## src/rtl/imem_loader_pkg.sv

```systemverilog
// ============================================================================
// Module   : imem_loader_pkg
// Purpose  : Shared types/constants for the instruction-memory loader.
//            Optional checksum stage enabled by IMEM_LOADER_CHECKSUM_EN.
// Revision : 1.0 - initial release
// ============================================================================
`default_nettype none

package imem_loader_pkg;

    localparam int unsigned BYTES_PER_WORD = 4;
    localparam int unsigned WORD_W         = 32;
    localparam int unsigned BIDX_W         = 2;
    localparam logic [BIDX_W-1:0] LAST_BIDX = 2'(BYTES_PER_WORD - 1);

`ifdef IMEM_LOADER_CHECKSUM_EN
    typedef enum logic [2:0] {
        S_IDLE  = 3'd0,
        S_COUNT = 3'd1,
        S_DATA  = 3'd2,
        S_CHECK = 3'd3,
        S_DONE  = 3'd4,
        S_ERR   = 3'd5
    } state_t;
`else
    typedef enum logic [2:0] {
        S_IDLE  = 3'd0,
        S_COUNT = 3'd1,
        S_DATA  = 3'd2,
        S_DONE  = 3'd4,
        S_ERR   = 3'd5
    } state_t;
`endif

endpackage

`default_nettype wire

```

## src/rtl/imem_loader_byte_assembler.sv

```systemverilog
// ============================================================================
// Module   : byte_assembler
// Purpose  : Packs a little-endian byte stream into 32-bit words and flags
//            each completed word with a one-cycle word_valid.
// Revision : 1.0 - initial release
// ============================================================================
`default_nettype none

module byte_assembler
    import imem_loader_pkg::*;
(
    input  logic              clock,
    input  logic              reset_n,
    input  logic              clear,
    input  logic              accept,
    input  logic [7:0]        in_data,
    output logic [WORD_W-1:0] word,
    output logic              word_valid
);

    logic [WORD_W-1:0] word_q, word_d;
    logic [BIDX_W-1:0] idx_q, idx_d;
    logic              valid_q, valid_d;

    // Bytes enter at the top, so after four shifts byte0 sits in [7:0].
    always_comb begin
        word_d  = word_q;
        idx_d   = idx_q;
        valid_d = 1'b0;
        if (clear) begin
            word_d = '0;
            idx_d  = '0;
        end else if (accept) begin
            word_d  = {in_data, word_q[WORD_W-1:8]};
            idx_d   = idx_q + 2'd1;
            valid_d = (idx_q == LAST_BIDX);
        end
    end

    always_ff @(posedge clock or negedge reset_n) begin
        if (!reset_n) begin
            word_q  <= '0;
            idx_q   <= '0;
            valid_q <= 1'b0;
        end else begin
            word_q  <= word_d;
            idx_q   <= idx_d;
            valid_q <= valid_d;
        end
    end

    assign word       = word_q;
    assign word_valid = valid_q;

endmodule

`default_nettype wire

```

## src/rtl/imem_loader.sv

```systemverilog
// ============================================================================
// Module   : imem_loader
// Purpose  : Loads a length-prefixed program byte stream into instruction
//            memory, holding the CPU until done. IMEM_LOADER_CHECKSUM_EN adds
//            a trailing sum-check word.
// Revision : 1.0 - initial release
// ============================================================================
`default_nettype none

module imem_loader
    import imem_loader_pkg::*;
#(
    parameter int DEPTH = 256,
    parameter int AW    = 32
) (
    input  logic              clock,
    input  logic              reset_n,
    input  logic              start,
    input  logic              in_valid,
    input  logic [7:0]        in_data,
    output logic              in_ready,
    output logic              imem_we,
    output logic [AW-1:0]     imem_addr,
    output logic [WORD_W-1:0] imem_wdata,
    output logic              cpu_hold,
    output logic              done,
    output logic              error
);

    state_t            state_q, state_d;
    logic [WORD_W-1:0] n_q, n_d;
    logic [WORD_W-1:0] cnt_q, cnt_d;
    logic [WORD_W-1:0] w_word;
    logic              w_word_valid;
    logic              w_accept;
    logic              w_clear;
`ifdef IMEM_LOADER_CHECKSUM_EN
    logic [WORD_W-1:0] sum_q, sum_d;
`endif

    assign w_accept = in_valid & in_ready;

    byte_assembler u_byte_assembler (
        .clock      (clock),
        .reset_n    (reset_n),
        .clear      (w_clear),
        .accept     (w_accept),
        .in_data    (in_data),
        .word       (w_word),
        .word_valid (w_word_valid)
    );

    always_comb begin
        state_d = state_q;
        n_d     = n_q;
        cnt_d   = cnt_q;
        w_clear = 1'b0;
        imem_we = 1'b0;
`ifdef IMEM_LOADER_CHECKSUM_EN
        sum_d   = sum_q;
`endif
        case (state_q)
            S_IDLE, S_DONE, S_ERR: begin
                // A fresh load must not inherit stray bytes from the last one.
                if (start) begin
                    state_d = S_COUNT;
                    w_clear = 1'b1;
                    n_d     = '0;
                    cnt_d   = '0;
`ifdef IMEM_LOADER_CHECKSUM_EN
                    sum_d   = '0;
`endif
                end
            end
            S_COUNT: begin
                if (w_word_valid) begin
                    n_d = w_word;
                    if (w_word == '0 || w_word > WORD_W'(DEPTH)) begin
                        state_d = S_ERR;
                    end else begin
                        state_d = S_DATA;
                        cnt_d   = '0;
                    end
                end
            end
            S_DATA: begin
                if (w_word_valid) begin
                    imem_we = 1'b1;
                    cnt_d   = cnt_q + WORD_W'(1);
`ifdef IMEM_LOADER_CHECKSUM_EN
                    sum_d   = sum_q + w_word;
                    if (cnt_q == n_q - WORD_W'(1)) state_d = S_CHECK;
`else
                    if (cnt_q == n_q - WORD_W'(1)) state_d = S_DONE;
`endif
                end
            end
`ifdef IMEM_LOADER_CHECKSUM_EN
            S_CHECK: begin
                if (w_word_valid) begin
                    state_d = (w_word == sum_q) ? S_DONE : S_ERR;
                end
            end
`endif
            default: state_d = S_IDLE;
        endcase
    end

    always_ff @(posedge clock or negedge reset_n) begin
        if (!reset_n) begin
            state_q <= S_IDLE;
            n_q     <= '0;
            cnt_q   <= '0;
`ifdef IMEM_LOADER_CHECKSUM_EN
            sum_q   <= '0;
`endif
        end else begin
            state_q <= state_d;
            n_q     <= n_d;
            cnt_q   <= cnt_d;
`ifdef IMEM_LOADER_CHECKSUM_EN
            sum_q   <= sum_d;
`endif
        end
    end

`ifdef IMEM_LOADER_CHECKSUM_EN
    assign in_ready = (state_q == S_COUNT) || (state_q == S_DATA) || (state_q == S_CHECK);
`else
    assign in_ready = (state_q == S_COUNT) || (state_q == S_DATA);
`endif

    assign imem_addr  = AW'(cnt_q);
    assign imem_wdata = w_word;
    assign cpu_hold   = (state_q != S_DONE);
    assign done       = (state_q == S_DONE);
    assign error      = (state_q == S_ERR);

endmodule

`default_nettype wire

```

## config.mk

```make
export PLATFORM = sky130hd
export DESIGN_NAME = imem_loader
export DESIGN_NICKNAME = d
export VERILOG_FILES = /design/src/rtl/imem_loader_pkg.sv /design/src/rtl/imem_loader_byte_assembler.sv /design/src/rtl/imem_loader.sv
export SDC_FILE = /design/constraint.sdc
export NUM_CORES = 1
export LEC_CHECK = 0
export BUFFER_PORTS_ARGS = -buffer_cell sky130_fd_sc_hd__buf_2
export CAP_MARGIN = 20
export CORE_MARGIN = 2
export CORE_UTILIZATION = 40
export DETAILED_ROUTE_END_ITERATION = 12
export PLACE_DENSITY = 0.68
export SLEW_MARGIN = 20
export SYNTH_ARGS = -nofsm -noshare
export SYNTH_HDL_FRONTEND = slang
export SYNTH_HIERARCHICAL = 1
export SYNTH_SLANG_ARGS = --single-unit
export TNS_END_PERCENT = 50
```

## constraint.sdc

```tcl
create_clock -name clock -period 3.7 [get_ports clock]
set_clock_uncertainty 0.2 [all_clocks]
set_input_delay 0.185 -clock clock [delete_from_list [all_inputs] [get_ports clock]]
set_output_delay 0.185 -clock clock [all_outputs]
set_load 0.01 [all_outputs]
```

==> results of run 1 <==
## cell usage in the layout (no fill, tap or decap), types with 6 or more instances in the layout
cell and instances:
clkbuf_16 9, xor2_1 6, a211oi_1 7, xnor2_1 50, or3_1 8, nor3_1 22
nand2_1 89, nand4_1 9, nand3_1 14, nor2_1 84, o21ai_0 45, a21oi_1 14
buf_2 79, nor4_1 31, mux2i_1 35, dlygate4sd3_1 9, inv_1 19, dfrtp_1 102
buf_4 10
## power groups by stage
stage                     combinational, uW  sequential [uW]  clock, uW
after global placement                 2130             1640          0
after global routing                   2400             1670       1030
after floorplan                        1660             1540          0
final                                  2180             1630        961
after detailed placement               2140             1640          0
after CTS                              2160             1620        979
## cell usage after synthesis (3+ instances only)
cell,instances,area [um^2]
a211oi_1,7,52.6
a21boi_0,3,22.5
a21oi_1,15,75.1
a31oi_1,3,18.8
and2_1,5,31.3
and3_1,3,18.8
buf_1,3,11.3
buf_12,3,60.1
buf_2,4,20.0
buf_6,3,33.8
clkbuf_1,25,93.8
dfrtp_1,102,2550
ha_1,3,37.5
inv_1,19,71.3
mux2i_1,35,350
nand2_1,89,334
nand2b_1,3,18.8
nand3_1,15,75.1
nand3b_1,5,37.5
nand4_1,9,56.3
nand4b_1,3,26.3
nor2_1,85,319
nor2_2,3,18.8
nor2b_1,5,31.3
nor3_1,23,115
nor4_1,31,194
nor4b_2,3,45.0
o211ai_1,3,22.5
o21ai_0,45,225
o31ai_1,3,22.5
or3_1,8,50.1
or3_2,4,30.0
or4_1,5,37.5
xnor2_1,50,438
xor2_1,6,52.6
## per-stage QoR
stage	total power, uW	utilization	setup slack, ps	std cells
CTS	4760	0.476	400	936
finish	4770	0.476	529	936
detailed placement	3790	0.449	375	911
global placement	3760	0.449	591	911
global route	5100	0.476	147	936
floorplan	3210	-	926	676
## registers in the layout, summed over array words and instances (netlist names)
signal,count
u_byte_assembler/word,32
imem_addr,32
u_byte_assembler/idx_q,2
n_q,32
state_q,3
u_byte_assembler/word_valid,1
## cells by family after synthesis
kind of cell             synth area share
flip-flops                          0.422
buffers and inverters              0.0496
multiplexers                       0.0616
XOR/XNOR                           0.0810
AND/OR/NAND/NOR                     0.274
adder cells (fa/ha/maj)           0.00620
AO/OA/AOI/OAI                       0.106
## layout make-up
type                    count  area, um^2
clock buffers              11         253
clock inverters             5        47.5
fillers                  1462        7670
inverters                  19        71.3
multi-input cells         515        3230
flip-flops and latches    102        2550
well taps                 184         230
repair buffers            100         592
## what timing repair did
| action | CTS | global route |
|---|---|---|
| hold endpoints to repair | 87 | 0 |
| resized for setup | 0 | 1 |
| hold buffers | 9 | 0 |
| setup endpoints to repair | 0 | 2 |
## per-layer routing
layer	GRT usage	part of all wire	vias to the layer above
li1	-	-	2527
met1	0.281	0.50	2444
met2	0.280	0.43	149
met3	0.0436	0.052	15
met4	0.0452	0.013	0
met5	0	0	-
## worst max-delay path, stage by stage, from the launching register on
cell	delay [ps]
dfrtp_1	450
inv_1	90
ha_1	260
nor4b_2	510
nand3_2	350
a2111oi_0	450
o21ai_0	130
nor4_1	160
nand4_1	190
a211oi_1	280
## worst max-delay path by stage
stage	from	end	slack, ps	cells past startpoint
final	n_q[0]$_DFFE_PN0P_	state_q[2]$_DFFE_PN0P_	530	9
after global placement	n_q[0]$_DFFE_PN0P_	state_q[2]$_DFFE_PN0P_	590	9
after global routing	n_q[0]$_DFFE_PN0P_	state_q[2]$_DFFE_PN0P_	150	9
after floorplan	n_q[0]$_DFFE_PN0P_	state_q[2]$_DFFE_PN0P_	930	11
after detailed placement	n_q[0]$_DFFE_PN0P_	state_q[2]$_DFFE_PN0P_	370	9
after CTS	n_q[0]$_DFFE_PN0P_	state_q[2]$_DFFE_PN0P_	400	9
==> results.md, run 1 <==
* Vias in the first global route at 4623
* Final WL at 15.0 mm
* Die area at 16100 um^2
* Hpwl dp at 10.8 mm
* EDFF count, synth at 0
* Post-synth ARST share at 1.00
* Final period util at 0.857
* Internal power component at 2670 uW
* Total grt overflow at 0
* Design Area, Final at 6980 um^2
* Logic pwr share at 0.457
* RSZ-0062 raised after global routing: no
* Clock Pin Slew Worst Setup and Hold Paths at 70 ps
* Level count of the clock H-tree at 3
* Layout cell share with drive strength beyond 1 at 0.184
* Synth cell types at 71
* Clock Tree Root: clkbuf_16
* Seq/Total Area, Yosys at 0.422
* Clk_lat worst skew at 360 ps
* Ys Warns at 6
* Max Cap Viol at 0
* Syn Nets at 691
* Cell Area, Placed at 6580 um^2
* I/O Buffers at 80
* Final hold slack at 241 ps
* Chip height at 127 um
* Yosys reg bits at 102
* Nets at 762
* CTS Buffer Depth at 2
* Sw frac at 0.440
* Post-Synthesis Cells at 676
* Primary FF master, synth: dfrtp_1
* Status: completed
* Worst reg-to-reg setup slack at 530 ps
* Setup crit start kind: flop
* Floorplan row count at 44
* CP Data Required Time at 3770 ps
* Drt initial violations at 330
* Largest net degree at the start of global routing at 82
* Switching power at 2100 uW
* Crit path arrival time at 3240 ps
* Clock Sinks at 102
* Pre-Repair DR Iteration Count at 7
* Setup CP Type: reg2reg
* Worst ir drop on vdd at 0.000403 V
* Routability cong. at 0.915
* Clock power frac at 0.201
* F_max at 315 MHz
* Slew Limit Fails at 0
* Clock period minus worst slack at 3170 ps
* Core footprint at 14600 um^2
* Total CTS buffers at 9
* Syn_area_per_cell at 8.96 um^2
* Gr usage total at 0.189
* Hold Fails Final Rpt at 0
* RR Endpoint: state_q[2]$_DFFE_PN0P_
* Sequential power share at 0.342
* Via count at 5135
* Die X at 127 um
* Worst r2r path cells at 9
* Critical R2R Launch: n_q[0]$_DFFE_PN0P_
* Mapped cell area at 6050 um^2
* Headroom to the max-slew limit at 0.368
* Leakage at 0.00311 uW
* Final setup TNS at 0 ps
* Power Density at 684 nW/um^2
* Area Overhead vs Synth at 15.2%
* Num ports at 81
* Initial antenna violation count at 0
* DR WL/cell at 16.1 um
* Ant diodes at 0
* DR vias/cell at 5.49
* Routed Antenna Nets at 0
* # setup viols final at 0
* Worst Hold Class: in2async
* First-pass GRT wire length at 24.5 mm
* Critical path peak fanout at 14
* CP Capture Type: flop
* Worst-margin pin slew at 948 ps
* Initial Util at 0.413
* CTS tree: yes
* Setup bufs post-CTS at 0
* DRC at 0
Note: power is estimated with default switching activity, not from simulation.
==> inputs of run 2 (changes only) <==
==> constraint.sdc (replaced) <==
create_clock -name clock -period 3.7 [get_ports clock]
set_clock_uncertainty 0.2 [all_clocks]
set_input_delay 0.185 -clock clock [delete_from_list [all_inputs] [get_ports clock]]
set_output_delay 0.185 -clock clock [all_outputs]
set_load 0.1 [all_outputs]
==> results.md, run 2 (synthesis gave the netlist of run 1 again) <==
* Num ports at 81
* Setup crit start kind: flop
* Clk_lat worst skew at 360 ps
* Die X at 127 um
* CTS Buffer Depth at 2
* DRC at 0
* Most frequent cells in the layout: dfrtp_1, nand2_1, nor2_1
* Worst-margin pin slew at 914 ps
* Status: completed
* F_max at 305 MHz
* Core footprint at 14600 um^2
* Routed Antenna Nets at 0
* Initial Util at 0.413
* CP Capture Type: flop
* Crit path arrival time at 3340 ps
* Area Overhead vs Synth at 15.5%
* Most common cell after layout, fill and taps aside: dfrtp_1
* Headroom to the max-slew limit at 0.390
* Gr usage total at 0.189
* Setup slack after layout at 424 ps
* Initial antenna violation count at 0
* Final period util at 0.885
* First-pass GRT wire length at 24.4 mm
* Level count of the clock H-tree at 3
* Hold_buf cts at 9
* Critical path peak fanout at 14
* RSZ-0062 raised after global routing: no
* Ant diodes at 0
* Via count at 5118
* Clock Pin Slew Worst Setup and Hold Paths at 70 ps
* Total grt overflow at 0
* # placed instances at 912
* Drt initial violations at 361
* Worst r2r path cells at 9
* Clock Tree Root: clkbuf_16
* Max Cap Viol at 0
* Power Density at 801 nW/um^2
* Final hold slack at 219 ps
* Worst Hold Class: in2async
* Floorplan row count at 44
* DR vias/cell at 5.46
* Crit path to: state_q[2]$_DFFE_PN0P_
* DR WL/cell at 15.8 um
* Final setup TNS at 0 ps
* Chip height at 127 um
* Critical Path Source: n_q[0]$_DFFE_PN0P_
* Total CTS buffers at 9
* Hpwl dp at 10.6 mm
* Layout cell share with drive strength beyond 1 at 0.183
* Largest net degree at the start of global routing at 82
* Hold Fails Final Rpt at 0
* # setup viols final at 0
* Routability cong. at 0.909
* Setup bufs post-CTS at 0
* Final WL at 14.8 mm
* DP Worst Slack at 416 ps
* CP Data Required Time at 3760 ps
* CTS tree: yes
* Worst ir drop on vdd at 0.000820 V
* Vias in the first global route at 4675
* Footprint of the multi-input gates at 3220 um^2
* Pre-Repair DR Iteration Count at 5
* FF/Latch Area at 2550 um^2
* I/O Buffers at 80
* CTS resizes at 0
* RR Endpoint: state_q[2]$_DFFE_PN0P_
* Worst reg-to-reg setup slack at 420 ps
* Clock Sinks at 102
* Nets at 763
* Setup CP Type: reg2reg
* Slew Limit Fails at 0
* Final std cells w/o fill at 937
* Leakage at 0.00311 uW
* Clock period minus worst slack at 3280 ps
* FILL cells at 1461
* Critical R2R Launch: n_q[0]$_DFFE_PN0P_
* Die area at 16100 um^2
[run 2: cell types whose count changed in the layout (fill, tap and decap cells not counted), sizes merged]
cell / delta
buf: +1
bufinv: +1
clkbuf: -1
[run 2: worst min-delay path by stage]
stage | start | end | slack, ps | depth (start not counted)
detailed placement | reset_n | u_byte_assembler/idx_q[0]$_DFFE_PN0P_ | 230 | 1
finish | reset_n | u_byte_assembler/idx_q[0]$_DFFE_PN0P_ | 220 | 2
floorplan | reset_n | imem_addr[0]$_DFFE_PN0P_ | -310 | 0
CTS | start | state_q[1]$_DFFE_PN0P_ | 230 | 6
global route | reset_n | u_byte_assembler/word[1]$_DFFE_PN0P_ | 290 | 2
global placement | in_data[0] | u_byte_assembler/word[24]$_DFFE_PN0P_ | 230 | 3
[run 2: per-stage QoR]
stage / power, uW / utilization / cell area (um^2)
final: 5600 / 0.477 / 6990
after global routing: 5940 / 0.477 / 6990
after CTS: 5610 / 0.477 / 6990
after detailed placement: 4580 / 0.450 / 6580
after global placement: 4560 / 0.450 / 6580
after floorplan: 3980 / - / 6050
[run 2: routing by layer]
layer  share of wire  up-vias  global-route usage  wire, um
met1            0.49     2382               0.277      7290
met4           0.023        0              0.0718       338
met3           0.060       23              0.0410       890
met5               0        -                   0         0
li1                -     2542                   -         -
met2            0.43      171               0.274      6300
[run 2: area by class of cell]
cell class,instances,share of cell area
timing repair buffer,101,0.0857
sequential,102,0.365
clock buffer,10,0.0342
inverter,19,0.0102
multi-input combinational,515,0.461
tap,184,0.0329
clock inverter,6,0.0107
[run 2: where the power goes]
part / internal, uW / total, uW / switching, uW
logic: 864 / 2960 / 2100
registers: 1300 / 1620 / 322
clock network: 555 / 1010 / 457
total: 2720 / 5600 / 2880
[run 2: worst max-delay path, cell delays in order, from the launching register on]
cell and delay, ps:
dfrtp_1 450, inv_1 80, ha_1 240, nor4b_2 470
nand3_1 490, a2111oi_0 460, o21ai_0 120, nor4_1 170
nand4_1 200, a211oi_1 290
==> inputs of run 3 (changes only) <==
--- a/config.mk
+++ b/config.mk
@@ -5,6 +5,7 @@
 export SDC_FILE = /design/constraint.sdc
 export NUM_CORES = 1
 export LEC_CHECK = 0
+export ABC_AREA = 1
 export BUFFER_PORTS_ARGS = -buffer_cell sky130_fd_sc_hd__buf_2
 export CAP_MARGIN = 20
 export CORE_MARGIN = 2
==> results.md, run 3 <==
* Status: completed
* Routed Antenna Nets at 0
* Sw frac at 0.487
* Synth area leader: dfrtp_1
* Most common cell after layout, fill and taps aside: nand2_1
* Area share of the largest cell type after synthesis at 0.404
* Setup crit start kind: flop
* Cell Area, Placed at 6910 um^2
* RR Endpoint: state_q[0]$_DFFE_PN0P_
* Max Cap Viol at 0
* Routability cong. at 0.961
* Hold path start: start
* Chip height at 130 um
* Gr usage total at 0.223
* Commonest cells in the netlist: nand2_1, nor2_1, dfrtp_1, inv_1, nand3_1
* Primary FF master, synth: dfrtp_1
* Yosys reg bits at 102
* Critical R2R Launch: n_q[0]$_DFFE_PN0P_
* Pre-Repair DR Iteration Count at 5
* Worst Hold End: state_q[2]$_DFFE_PN0P_
* Seq/Total Area, Yosys at 0.404
* Clock power frac at 0.252
* Critical path peak fanout at 9
* Syn_area_per_cell at 7.11 um^2
* CTS resizes at 0
* Via count at 6069
* CP Data Required Time at 3760 ps
* DR WL/cell at 15.1 um
* Clock Sinks at 102
* CTS tree: yes
* Die area at 16800 um^2
* Initial antenna violation count at 0
* Worst reg-to-reg setup slack at 1120 ps
* Synth top area cells: dfrtp_1, nand2_1, nand3_1
* Crit path arrival time at 2650 ps
* CTS Buffer Depth at 2
* Leakage at 0.00368 uW
* Layout cell share with drive strength beyond 1 at 0.125
* Internal power component at 1950 uW
* Ys Warns at 6
* Largest net degree at the start of global routing at 51
* Syn Nets at 904
* Worst-margin pin slew at 925 ps
* Most common cell in the netlist: nand2_1
* Total CTS buffers at 9
* Level count of the clock H-tree at 3
* Ant diodes at 0
* Nets at 983
* Worst Hold Class: in2reg
* Switching power at 1850 uW
* EDFF count, synth at 0
* Die X at 130 um
* Hold Fails Final Rpt at 0
* Final setup TNS at 0 ps
* Drt initial violations at 579
* Mapped cell area at 6320 um^2
* Clock period minus worst slack at 2580 ps
* Final period util at 0.698
* Power Density at 522 nW/um^2
* CP Capture Type: flop
* RSZ-0062 raised after global routing: no
* Sequential power share at 0.377
* Worst ir drop on vdd at 0.000440 V
* DRC at 0
* Final WL at 17.9 mm
* I/O Buffers at 80
* Final hold slack at 66.0 ps
* Floorplan row count at 45
* Setup bufs post-CTS at 0
* Total grt overflow at 0
* Clk_lat worst skew at 370 ps
* Core footprint at 15300 um^2
* Post-Synthesis Cells at 889
* Setup CP Type: reg2reg
* Setup slack after layout at 1120 ps
* DR vias/cell at 5.13
* Min-Delay Path Depth at 5
* Clock Tree Root: clkbuf_16
* Design Area, Final at 7290 um^2
* Worst r2r path cells at 15
* F_max at 387 MHz
* Hpwl dp at 13.4 mm
* Num ports at 81
* Hold_buf cts at 9
* # setup viols final at 0
* Initial Util at 0.413
* Headroom to the max-slew limit at 0.383
* Area Overhead vs Synth at 15.3%
* Vias in the first global route at 5466
* Final Core Density at 0.476
* DP Worst Slack at 1120 ps
* Post-synth ARST share at 1.00
* FILL cells at 1591
* Logic pwr share at 0.372
* Most frequent cells in the layout: nand2_1, nor2_1, dfrtp_1
* Clock Pin Slew Worst Setup and Hold Paths at 70 ps
* Slew Limit Fails at 0
* Synth cell types at 33
* First-pass GRT wire length at 29.4 mm
==> run 3: kinds of logic (layout without fill, tap and decap cells) <==
family	Yosys count	after routing	synth area share
simple gates	514	514	0.349
buf+inv	126	210	0.0813
flops	102	102	0.404
compound gates	88	88	0.0827
xor+xnor	56	56	0.0776
fa+ha+maj	3	3	0.00594
==> run 3: cell type report <==
class | count | area (um^2) | share of cell area
Sequential cell | 102 | 2550 | 0.350
Multi-Input combinational cell | 661 | 3270 | 0.448
Inverter | 97 | 364 | 0.0499
Tap cell | 211 | 264 | 0.0362
Clock buffer | 10 | 229 | 0.0314
Clock inverter | 6 | 63.8 | 0.00875
Timing Repair Buffer | 97 | 553 | 0.0758
==> run 3: metrics by stage <==
| step | std cells | power, uW |
|---|---|---|
| 4_1_cts | 1184 | 3820 |
| 5_1_grt | 1184 | 3980 |
| 3_3_place_gp | 1159 | 2850 |
| 2_1_floorplan | 889 | 2570 |
| 3_5_place_dp | 1159 | 2860 |
| 6_report | 1184 | 3800 |
==> run 3: per-layer routing <==
metal,part of all wire,wire length (um),vias to the layer above,track usage
met4,0.020,360,0,0.0633
met1,0.47,8400,2766,0.326
met3,0.070,1240,28,0.0410
met2,0.44,7850,224,0.338
met5,0,0,-,0
li1,-,-,3051,-
==> run 3: how the worst max path moves through the flow <==
stage	from	endpoint	slack (ps)	depth (start not counted)
floorplan	state_q[1]$_DFFE_PN0P_	cpu_hold	520	4
global placement	state_q[2]$_DFFE_PN0P_	n_q[17]$_DFFE_PN0P_	1180	7
detailed placement	n_q[0]$_DFFE_PN0P_	state_q[0]$_DFFE_PN0P_	1120	15
CTS	state_q[1]$_DFFE_PN0P_	u_byte_assembler/word[8]$_DFFE_PN0P_	1110	10
global route	state_q[1]$_DFFE_PN0P_	u_byte_assembler/word[25]$_DFFE_PN0P_	860	10
finish	n_q[0]$_DFFE_PN0P_	state_q[0]$_DFFE_PN0P_	1120	15
==> run 3: power by group through the flow <==
stage	clock network, uW	registers [uW]	logic, uW
detailed placement	0	1450	1410
global route	1030	1450	1500
floorplan	0	2180	381
CTS	970	1430	1420
finish	957	1430	1410
global placement	0	1450	1400
==> run 3: worst max-delay path, cell delays in order (launching register included) <==
cell and delay, ps:
dfrtp_1 400, inv_2 90, ha_1 190, nand2_1 140, nor2_4 280, nand2_1 180, nor3_1 200, nor2_1 60
nor2_1 130, nand2_1 80, nor2_1 100, nand3_1 140, nand2_2 130, nand2_1 70, nand2_1 60, nand2_1 40
